## src/rtl/dds_load_sequencer.sv

```systemverilog
// rtl/dds_load_sequencer.sv - replays a theta/delta/ampl shadow bank into the DDS FIFOs, then runs the core
module dds_load_sequencer #(
  parameter int SIG_WIDTH = 16,
  parameter int N_CH      = 4,
  parameter int CH_W      = 2
) (
  input  logic                 clk,
  input  logic                 rst,
  input  logic                 i_wr_valid,
  output logic                 o_wr_ready,
  input  logic [1:0]           i_wr_sel,
  input  logic [CH_W-1:0]      i_wr_ch,
  input  logic [SIG_WIDTH-1:0] i_wr_data,
  input  logic                 i_commit,
  input  logic                 i_stop,
  output logic                 o_dds_rst,
  output logic                 o_dds_start,
  output logic [1:0]           o_dds_addrs,
  output logic [SIG_WIDTH-1:0] o_dds_fifo_data,
  output logic                 o_busy,
  output logic                 o_running
);

  typedef enum logic [2:0] {
    ST_IDLE,
    ST_CLEAR,
    ST_LOAD_THETA,
    ST_LOAD_DELTA,
    ST_LOAD_AMPL,
    ST_RUN
  } state_t;

  state_t                state, state_nxt;
  logic [CH_W-1:0]       ch, ch_nxt;
  logic [SIG_WIDTH-1:0]  bank [0:2][0:N_CH-1];

  logic                  dds_rst_nxt, start_nxt, busy_nxt, running_nxt, ready_nxt;
  logic [1:0]            addrs_nxt;
  logic [SIG_WIDTH-1:0]  data_nxt;
  logic                  loading;
  logic [1:0]            load_sel;
  logic                  last_ch;
  logic                  wr_en;

  // Reserved selector and out-of-range channels are handshaken but dropped.
  assign wr_en   = i_wr_valid && o_wr_ready && (i_wr_sel != 2'd3) && (int'(i_wr_ch) < N_CH);
  assign last_ch = (ch == CH_W'(N_CH - 1));

  always_comb begin
    state_nxt   = state;
    ch_nxt      = ch;
    dds_rst_nxt = 1'b0;
    start_nxt   = 1'b0;
    busy_nxt    = 1'b0;
    running_nxt = 1'b0;
    ready_nxt   = 1'b0;
    addrs_nxt   = 2'd0;
    data_nxt    = '0;
    loading     = 1'b0;
    load_sel    = 2'd0;

    case (state)
      ST_IDLE: begin
        dds_rst_nxt = 1'b1;
        ready_nxt   = 1'b1;
        if (i_commit) state_nxt = ST_CLEAR;
      end
      ST_CLEAR: begin
        dds_rst_nxt = 1'b1;
        busy_nxt    = 1'b1;
        ch_nxt      = '0;
        state_nxt   = ST_LOAD_THETA;
      end
      ST_LOAD_THETA: begin
        loading  = 1'b1;
        load_sel = 2'd0;
        if (last_ch) state_nxt = ST_LOAD_DELTA;
      end
      ST_LOAD_DELTA: begin
        loading  = 1'b1;
        load_sel = 2'd1;
        if (last_ch) state_nxt = ST_LOAD_AMPL;
      end
      ST_LOAD_AMPL: begin
        loading  = 1'b1;
        load_sel = 2'd2;
        if (last_ch) state_nxt = ST_RUN;
      end
      ST_RUN: begin
        start_nxt   = 1'b1;
        running_nxt = 1'b1;
        ready_nxt   = 1'b1;
        if (i_commit) state_nxt = ST_CLEAR;
      end
      default: state_nxt = ST_IDLE;
    endcase

    // Channel 0 is shifted first so it ends up at the FIFO output.
    if (loading) begin
      busy_nxt  = 1'b1;
      addrs_nxt = load_sel;
      data_nxt  = bank[load_sel][ch];
      ch_nxt    = last_ch ? '0 : ch + 1'b1;
    end

    if (i_stop) begin
      state_nxt = ST_IDLE;
      ch_nxt    = '0;
    end
  end

  always_ff @(posedge clk) begin
    if (rst) begin
      state           <= ST_IDLE;
      ch              <= '0;
      o_dds_rst       <= 1'b1;
      o_dds_start     <= 1'b0;
      o_dds_addrs     <= 2'd0;
      o_dds_fifo_data <= '0;
      o_busy          <= 1'b0;
      o_running       <= 1'b0;
      o_wr_ready      <= 1'b1;
      for (int s = 0; s < 3; s++)
        for (int c = 0; c < N_CH; c++)
          bank[s][c] <= '0;
    end else begin
      state           <= state_nxt;
      ch              <= ch_nxt;
      o_dds_rst       <= dds_rst_nxt;
      o_dds_start     <= start_nxt;
      o_dds_addrs     <= addrs_nxt;
      o_dds_fifo_data <= data_nxt;
      o_busy          <= busy_nxt;
      o_running       <= running_nxt;
      o_wr_ready      <= ready_nxt;
      if (wr_en) bank[i_wr_sel][i_wr_ch] <= i_wr_data;
    end
  end

endmodule

```

## config.mk

```make
export PLATFORM = sky130hd
export DESIGN_NAME = dds_load_sequencer
export DESIGN_NICKNAME = d
export VERILOG_FILES = /design/src/rtl/dds_load_sequencer.sv
export SDC_FILE = /design/constraint.sdc
export NUM_CORES = 1
export LEC_CHECK = 0
export CAP_MARGIN = 20
export CORE_UTILIZATION = 30
export CTS_CLUSTER_DIAMETER = 120
export DETAILED_ROUTE_END_ITERATION = 10
export MAX_ROUTING_LAYER = met4
export SKIP_LAST_GASP = 1
export SLEW_MARGIN = 40
export SYNTH_ARGS = -nofsm -noshare
export SYNTH_HDL_FRONTEND = slang
export SYNTH_SLANG_ARGS = --single-unit
```

## constraint.sdc

```tcl
create_clock -name clk -period 2.65 [get_ports clk]
set_input_delay 0.53 -clock clk [delete_from_list [all_inputs] [get_ports clk]]
set_output_delay 0.53 -clock clk [all_outputs]
set_load 0.05 [all_outputs]
```

==> results of run 1 <==
==> sequential cells by signal, summed over array words and instances (netlist names) <==
signal and cells:
state 3, o_dds_rst 1, o_wr_ready 1, o_dds_addrs 2, o_running 1, ch 2, o_busy 1, bank 192
o_dds_fifo_data 16
==> per-stage QoR <==
stage / total power [µW] / cell area [µm²] / util / setup WS [ps] / cells
2_1_floorplan: 4180 / 9150 / - / 73.2 / 609
3_3_place_gp: 4380 / 10400 / 0.349 / 315 / 1051
3_5_place_dp: 4390 / 10400 / 0.349 / 328 / 1051
4_1_cts: 7580 / 11100 / 0.374 / 421 / 1093
5_1_grt: 7750 / 11100 / 0.374 / 327 / 1093
6_report: 7510 / 11100 / 0.374 / 433 / 1093
==> metal layers <==
metal,GRT usage,vias up
li1,-,2401
met1,0.184,2631
met2,0.240,135
met3,0.0157,35
met4,0.0471,0
met5,-,-
==> cells by family (layout without fill, tap and decap cells) <==
logic type      after synthesis  in the layout  share of synthesized area
xor+xnor                      2              2                    0.00192
compound gates               37             37                     0.0312
buf+inv                      51            145                     0.0242
simple gates                201            201                     0.0914
fa+ha+maj                     1              1                    0.00137
mux                          98             98                      0.160
flops                       219            219                      0.690
==> final timing paths <==
check                 from            endpoint  depth (start not counted)
setup / recovery  state[2]  o_dds_fifo_data[5]                          6
setup reg to reg  state[2]  o_dds_fifo_data[5]                          6
hold reg to reg      ch[0]               ch[0]                          2
hold / removal       ch[0]               ch[0]                          2
==> cell type report <==
cell class | instances | area (µm²)
clock inverters | 10 | 103
clock buffers | 32 | 649
fillers | 2819 | 18700
flip-flops and latches | 219 | 6310
multi-input cells | 339 | 2630
repair buffers | 86 | 901
well taps | 390 | 488
inverters | 17 | 63.8
==> power by group through the flow <==
stage	Sequential [µW]	Clock [µW]	Combinational, µW
after floorplan	3990	0	191
after global placement	3990	0	390
after detailed placement	3990	0	392
after CTS	3920	3260	395
after global routing	3930	3400	418
final	3920	3210	389
==> worst max-delay path, stage by stage, from the launching register on <==
cell and delay (ps):
dfxtp_1 320, nand3b_1 150, buf_12 310, buf_4 230, mux2_2 370, mux4_2 460, a22o_1 200
==> cells in the final DEF (no fill, tap or decap), types with 3 or more instances in the layout <==
master / n
a21oi_1: 5
a22o_1: 16
buf_12: 11
buf_4: 28
clkbuf_1: 5
clkbuf_16: 23
clkbuf_8: 4
clkdlybuf4s50_1: 47
clkinv_1: 3
clkinv_2: 3
dfxtp_1: 26
edfxtp_1: 192
inv_1: 17
mux2_1: 18
mux2_2: 46
mux4_2: 32
nand2_1: 19
nand2b_1: 11
nand3_1: 4
nor2_1: 149
nor2b_1: 3
nor3_1: 3
==> impl_metrics.csv, run 1 <==
group,metric,value,unit
power_and_ir_drop,p_switching,1560,µW
run,maxCapViolCount,0,
timing,rsz0062_at_grt,"false",
floorplan,start_util,0.307,
synthesis,yosysSeqAreaShare,0.690,
global_routing,gr-total-overflow,0,
synthesis,yosysWarningCount,0,
timing,fin_crit_sh,0.837,
timing,min_period,2220,ps
clock_tree,clock-sinks,219,
worst_setup_path,crit_required,3050,ps
synthesis,syn-num-nets,635,
worst_hold_path,hold_class,"flip-flop to flip-flop",
worst_setup_path,crit_path_max_fanout,59,
power_and_ir_drop,power_frac_seq,0.522,
power_and_ir_drop,power.density,674,nW/µm²
synthesis,syn_avg_cell_area,15.0,µm²
worst_setup_path,start_kind,"flip-flop",
worst_setup_path,cp.arrival,2620,ps
detailed_routing,first_pass_iters,4,
run_status,status,"completed",
clock_tree,htree_num_levels,1,
synthesis,yosysTopAreaCell,"edfxtp_1",
finish,syn_to_final_growth,21.9,%
timing,hold_viol_final,0,
detailed_routing,avgViaCountPerCell,4.76,
detailed_routing,drc_errors,0,
synthesis,netlist_top_cells_count,"192 x edfxtp_1, 151 x nor2_1, 46 x mux2_2",
global_routing,grt_max_degree,60,
power_and_ir_drop,switching_share,0.208,
global_routing,grtUsageTotal,0.144,
clock_tree,hold_buffers,0,
detailed_routing,routed_wl,21.2,mm
floorplan,die_area,31200,µm²
timing,fin_skew,13.2,ps
synthesis,syn_inst,609,
finish,diodes,0,
power_and_ir_drop,p_clk_frac,0.427,
synthesis,syn_area,9140,µm²
timing,setup_violations,0,
global_routing,grt_pass1_vias,5372,
timing,tightest_slew,518,ps
clock_tree,clockRootBuffer,"clkbuf_16",
finish,fin_nets,712,
synthesis,synth_edf_count,192,
detailed_routing,top_layer,"met4",
detailed_routing,vias,5202,
synthesis,synth.distinct_cells,41,
timing,slew_violations,0,
placement,io_buffers,47,
detailed_routing,ant_nets,0,
detailed_routing,dr_wl_met3,1.03,mm
clock_tree,cts_resized,0,
clock_tree,clk_pin_slew,60,ps
synthesis,ys.flop_type,"edfxtp_1",
detailed_routing,wl_met1,8.94,mm
floorplan,rows,63,
synthesis,yosysTopAreaCellShare,0.631,
placement,place_congestion,0.780,
detailed_routing,drtIter0Drc,461,
synthesis,yosysMostFrequentCell,"edfxtp_1",
power_and_ir_drop,vdd_drop_max,0.408,mV
synthesis,synthTopCellsByArea,"edfxtp_1 63%, mux4_2 7.9%, nor2_1 6.2%",
finish,layout-drive-gt1-share,0.230,
power_and_ir_drop,pwr-share-comb,0.052,
synthesis,ys_ff_latch,219,
power_and_ir_drop,internal-power,5950,µW
power_and_ir_drop,leakagePower,0.00401,µW
floorplan,die_w,177,µm
clock_tree,cts_tree,"built",
worst_setup_path,r2r_setup_slack,430,ps
clock_tree,clock_latency,510,ps
worst_setup_path,endpoint_kind,"flip-flop",
synthesis,ys_async_sr_fraction,0,
placement,dpl.hpwl,13.5,mm
detailed_routing,wl_met2,10.8,mm
global_routing,antenna_found_initial,0,
floorplan,core_area,29800,µm²
global_routing,grt_pass1_wl,32.6,mm
clock_tree,post_cts_buffers,0,
detailed_routing,wl_per_cell,19.4,µm
clock_tree,numCtsBuffers,23,
timing,setup_tns,0,ps
floorplan,die_y,177,µm
timing,slew_headroom,0.654,
timing,whs,616,ps
timing,max_clock_freq,451,MHz
floorplan,io_pins,48,
worst_setup_path,crit_type,"flip-flop to flip-flop",
clock_tree,cts_buffer_depth,3,
Power figures use the tool's default switching activity.
==> run 2, diff against run 1 <==
clock period = 1.8 ns   (was 2.65 ns; I/O delays follow)
==> impl_metrics.csv, run 2 (synthesis results as in run 1) <==
group,metric,value,unit
worst_setup_path,cp.arrival,2400,ps
placement,placed_area,10900,µm²
timing,hold_viol_final,0,
detailed_routing,drtIter0Drc,377,
timing,fin_crit_sh,1.12,
clock_tree,clockRootBuffer,"clkbuf_16",
global_routing,grtUsageTotal,0.147,
power_and_ir_drop,p_clk_frac,0.433,
run_status,failed_checks,"setup timing",
timing,tightest_slew,376,ps
finish,diodes,0,
worst_hold_path,holdPathStages,2,
worst_setup_path,crit_required,2180,ps
clock_tree,hold_buffers,0,
timing,slew_headroom,0.743,
detailed_routing,vias,5329,
detailed_routing,avgViaCountPerCell,4.69,
worst_setup_path,startpoint,"state[2]",
timing,slew_violations,0,
worst_setup_path,slowest_stage,"mux4_2",
finish,multi_input_area,2720,µm²
worst_setup_path,r2r_setup_slack,-220,ps
global_routing,grt_pass1_wl,33.3,mm
finish,ff_latch_area,6310,µm²
clock_tree,clock_latency,510,ps
power_and_ir_drop,switching_share,0.209,
worst_setup_path,reg2reg_depth,6,
placement,place_congestion,0.761,
power_and_ir_drop,leakagePower,0.00441,µW
floorplan,rows,63,
power_and_ir_drop,vdd_drop_max,0.590,mV
finish,layout_common_cells,"192 x edfxtp_1, 149 x nor2_1, 75 x buf_4",
placement,dpl.hpwl,14.1,mm
worst_hold_path,hold_start,"i_stop",
worst_setup_path,endpoint_kind,"flip-flop",
finish,design_area,11800,µm²
placement,pre_cts_ws,-300,ps
clock_tree,clock-sinks,219,
worst_setup_path,critPathMaxStageDelay,470,ps
floorplan,die_area,31200,µm²
finish,layout-drive-gt1-share,0.337,
worst_setup_path,start_kind,"flip-flop",
power_and_ir_drop,power.density,968,nW/µm²
finish,largest_reg_flops,192,
power_and_ir_drop,internal-power,9010,µW
timing,finalWorstSetupSlack,-217,ps
clock_tree,numCtsBuffers,24,
detailed_routing,first_pass_iters,4,
global_routing,grt_max_degree,24,
placement,io_buffers,47,
timing,setup_violations,16,
timing,rsz0062_at_grt,"true",
detailed_routing,routed_wl,21.9,mm
worst_setup_path,path_delay_family,"multiplexers",
floorplan,core_area,29800,µm²
global_routing,gr-total-overflow,0,
floorplan,die_w,177,µm
clock_tree,cts_buffer_depth,3,
timing,min_period,2020,ps
floorplan,io_pins,48,
worst_setup_path,critPathBufInv,2,
timing,setup_tns,-2910,ps
global_routing,antenna_found_initial,0,
clock_tree,cts_tree,"built",
power_and_ir_drop,pwr-share-comb,0.060,
timing,max_clock_freq,496,MHz
floorplan,start_util,0.307,
worst_hold_path,hold_end,"state[2]",
timing,fin_skew,12.7,ps
worst_setup_path,crit_top_cell,"buf_12",
power_and_ir_drop,power_frac_seq,0.507,
finish,largest-register,"bank",
finish,reg_top3,"bank x192, o_dds_fifo_data x16, state x3",
run_status,status,"finished, violations left",
worst_setup_path,worstReg2RegStart,"state[2]",
run,maxCapViolCount,0,
finish,n_fill_cell,2792,
finish,fin_nets,755,
finish,syn_to_final_growth,28.7,%
worst_hold_path,hold_class,"primary input to flip-flop",
worst_setup_path,crit_path_max_fanout,12,
floorplan,die_y,177,µm
worst_setup_path,crit_type,"flip-flop to flip-flop",
detailed_routing,wl_per_cell,19.3,µm
global_routing,grt_pass1_vias,5605,
clock_tree,clk_pin_slew,60,ps
finish,layout_commonest_cell,"edfxtp_1",
worst_setup_path,path_cells,"nand3b_1, buf_12, buf_12, mux2_4, mux4_2, a22o_1",
power_and_ir_drop,p_switching,2380,µW
detailed_routing,ant_nets,0,
clock_tree,htree_num_levels,1,
detailed_routing,drc_errors,0,
worst_setup_path,r2r_end,"o_dds_fifo_data[6]",
## run 2: per-stage QoR
step	utilization	std cells	power [µW]	hold WS, ps
finish	0.395	1137	11400	540
floorplan	-	609	6170	429
global placement	0.366	1091	6560	611
CTS	0.394	1136	11500	524
global route	0.395	1137	11700	525
detailed placement	0.366	1091	6570	621
## run 2: layout make-up
type / count / share of cell area
sequential: 219 / 0.537
multi-input combinational: 339 / 0.231
timing repair buffer: 128 / 0.118
clock buffer: 29 / 0.0545
tap: 390 / 0.0415
clock inverter: 15 / 0.0128
inverter: 17 / 0.00542
## run 2: worst max-delay path by stage
stage,end,cells past startpoint
6_report,o_dds_fifo_data[6],6
5_1_grt,o_dds_fifo_data[13],6
4_1_cts,o_dds_fifo_data[8],6
3_5_place_dp,bank[0][61],8
3_3_place_gp,bank[0][56],8
2_1_floorplan,o_dds_fifo_data[0],6
## run 2: routing by layer
layer | wire length (µm) | GRT usage | vias up
met4 | 660 | 0.0585 | 0
met1 | 9520 | 0.184 | 2688
met2 | 11000 | 0.244 | 107
met5 | 0 | - | -
met3 | 720 | 0.0159 | 37
li1 | - | - | 2497
## run 2: timing repair
action                                  in CTS  in global routing
endpoints found under the setup margin      16                 16
pin swaps                                    5                  0
resized for setup                            9                  1
cloned                                       0                  1
buffers inserted                             1                  0
## run 2: worst reg2reg max path, cell delays in order (launching register included)
cell,delay [ps]
dfxtp_2,310
nand3b_1,190
buf_12,190
buf_12,160
mux2_4,300
mux4_2,470
a22o_1,280
## run 2: power groups by stage
stage | clock [µW] | sequential (µW) | combinational (µW)
6_report | 4920 | 5770 | 688
5_1_grt | 5200 | 5790 | 731
4_1_cts | 5000 | 5780 | 696
3_5_place_dp | 0 | 5880 | 688
3_3_place_gp | 0 | 5880 | 684
2_1_floorplan | 0 | 5870 | 301
==> run 3, diff against run 2 <==
CELL_PAD_IN_SITES_DETAIL_PLACEMENT = 1   (was unset)
CELL_PAD_IN_SITES_GLOBAL_PLACEMENT = 1   (was unset)
CORE_UTILIZATION = 45   (was 30)
CTS_CLUSTER_SIZE = 10   (was unset)
PLACE_DENSITY_LB_ADDON = 0.1   (was unset)
==> impl_metrics.csv, run 3 (synthesis results as in run 1) <==
group,metric,value,unit
run_status,status,"finished, violations left",
run_status,failed_checks,"setup timing",
finish,multi_input_area,2720,µm²
finish,largest_reg_flops,192,
worst_setup_path,start_kind,"flip-flop",
clock_tree,clock-sinks,219,
finish,largest-register,"bank",
detailed_routing,drc_errors,0,
power_and_ir_drop,vdd_drop_max,0.531,mV
detailed_routing,routed_wl,24.2,mm
worst_setup_path,reg2reg_depth,6,
run,maxCapViolCount,0,
floorplan,die_y,145,µm
worst_setup_path,r2r_end,"o_dds_fifo_data[1]",
finish,layout_common_cells,"192 x edfxtp_1, 149 x nor2_1, 74 x buf_4",
global_routing,gr-total-overflow,0,
timing,slew_violations,0,
finish,n_fill_cell,1931,
worst_setup_path,r2r_setup_slack,-220,ps
floorplan,rows,51,
global_routing,grtUsageTotal,0.253,
worst_setup_path,critPathMaxStageDelay,480,ps
worst_hold_path,hold_end,"state[1]",
placement,dpl.hpwl,16.2,mm
timing,fin_crit_sh,1.12,
clock_tree,clock_latency,500,ps
finish,design_area,11400,µm²
floorplan,io_pins,48,
detailed_routing,avgViaCountPerCell,5.57,
power_and_ir_drop,power,10900,µW
timing,fin_skew,8.64,ps
floorplan,die_area,20900,µm²
finish,ff_latch_area,6310,µm²
worst_setup_path,worstReg2RegStart,"state[2]",
power_and_ir_drop,power.density,956,nW/µm²
timing,finalWorstSetupSlack,-218,ps
finish,layout_commonest_cell,"edfxtp_1",
finish,syn_to_final_growth,25.1,%
detailed_routing,wl_per_cell,24.0,µm
worst_hold_path,holdPathStages,2,
worst_hold_path,hold_class,"primary input to flip-flop",
worst_hold_path,hold_start,"i_stop",
clock_tree,clockRootBuffer,"clkbuf_16",
clock_tree,clk_pin_slew,60,ps
timing,rsz0062_at_grt,"true",
timing,max_clock_freq,495,MHz
worst_setup_path,crit_type,"flip-flop to flip-flop",
worst_setup_path,path_cells,"nand3b_1, buf_12, buf_4, mux2_2, mux4_2, a22o_1",
floorplan,die_w,145,µm
timing,tightest_slew,348,ps
placement,place_congestion,0.834,
timing,min_period,2020,ps
worst_setup_path,crit_path_max_fanout,8,
placement,placed_area,10700,µm²
placement,io_buffers,47,
clock_tree,cts_buffer_depth,3,
detailed_routing,first_pass_iters,4,
finish,reg_top3,"bank x192, o_dds_fifo_data x16, state x3",
global_routing,grt_pass1_vias,6151,
floorplan,core_area,19700,µm²
detailed_routing,ant_nets,0,
detailed_routing,drtIter0Drc,499,
timing,slew_headroom,0.762,
placement,pre_cts_ws,-330,ps
finish,diodes,0,
floorplan,start_util,0.465,
clock_tree,numCtsBuffers,25,
clock_tree,cts_tree,"built",
worst_setup_path,cp.arrival,2400,ps
timing,whs,555,ps
global_routing,grt_pass1_wl,36.8,mm
finish,fin_nets,752,
timing,setup_violations,16,
worst_setup_path,endpoint_kind,"flip-flop",
finish,postLayoutCoreUtil,0.582,
power_and_ir_drop,leakagePower,0.00431,µW
global_routing,grt_max_degree,22,
worst_setup_path,slowest_stage,"mux4_2",
finish,layout-drive-gt1-share,0.317,
detailed_routing,vias,5614,
timing,hold_viol_final,0,
worst_setup_path,crit_required,2180,ps
clock_tree,htree_num_levels,1,
global_routing,antenna_found_initial,0,
==> run 3: changes by cell type in the layout (fill, tap and decap cells not counted), moves of 3 or more <==
cell	previous run	this run
clkinv_2	8	0
clkbuf_1	4	18
clkinv_1	3	0
bufinv_16	3	0
==> run 3: how the worst max path moves through the flow <==
stage / to / cells past startpoint / start
6_report: o_dds_fifo_data[1] / 6 / state[2]
5_1_grt: o_dds_fifo_data[4] / 6 / state[2]
4_1_cts: o_dds_fifo_data[4] / 6 / state[2]
3_5_place_dp: bank[0][58] / 8 / rst
3_3_place_gp: bank[2][26] / 6 / i_wr_ch[0]
2_1_floorplan: o_dds_fifo_data[0] / 6 / state[2]
==> run 3: metrics by stage <==
step / instances / TNS [ps]
after floorplan: 609 / -1230
after CTS: 1007 / -3230
after global routing: 1007 / -3770
after detailed placement: 963 / -96500
final: 1007 / -3010
after global placement: 963 / -78620
==> run 3: layer usage <==
metal  up-vias  global-route usage  wire, µm
met5         -                   -         0
met3        45              0.0344      1350
li1       2473                   -         -
met4         0              0.0560       580
met2       174               0.439     12200
met1      2922               0.317      9990
==> run 3: power breakdown <==
part	internal, µW	total, µW	leakage [µW]	switching [µW]
logic	310	688	0.00176	378
clock network	2580	4450	0.000329	1870
registers	5730	5780	0.00222	59.7
==> run 3: cell type report <==
cell class / count / share of cell area
flip-flops and latches: 219 / 0.552
multi-input cells: 339 / 0.237
repair buffers: 124 / 0.115
clock buffers: 43 / 0.0606
well taps: 265 / 0.0290
inverters: 17 / 0.00558
==> run 3: worst max-delay path, delay by kind of cell (launching register included) <==
kind            cells  cell delay (ps)
mux                 2              860
buf+inv             2              350
flops               1              330
simple gates        1              150
compound gates      1              210
==> run 3: repair_timing <==
item | CTS | global route
resized for setup | 5 | 1
hold buffers | 0 | 0
setup buffers | 1 | 0
endpoints found under the setup margin | 16 | 16
pin swaps | 1 | 2
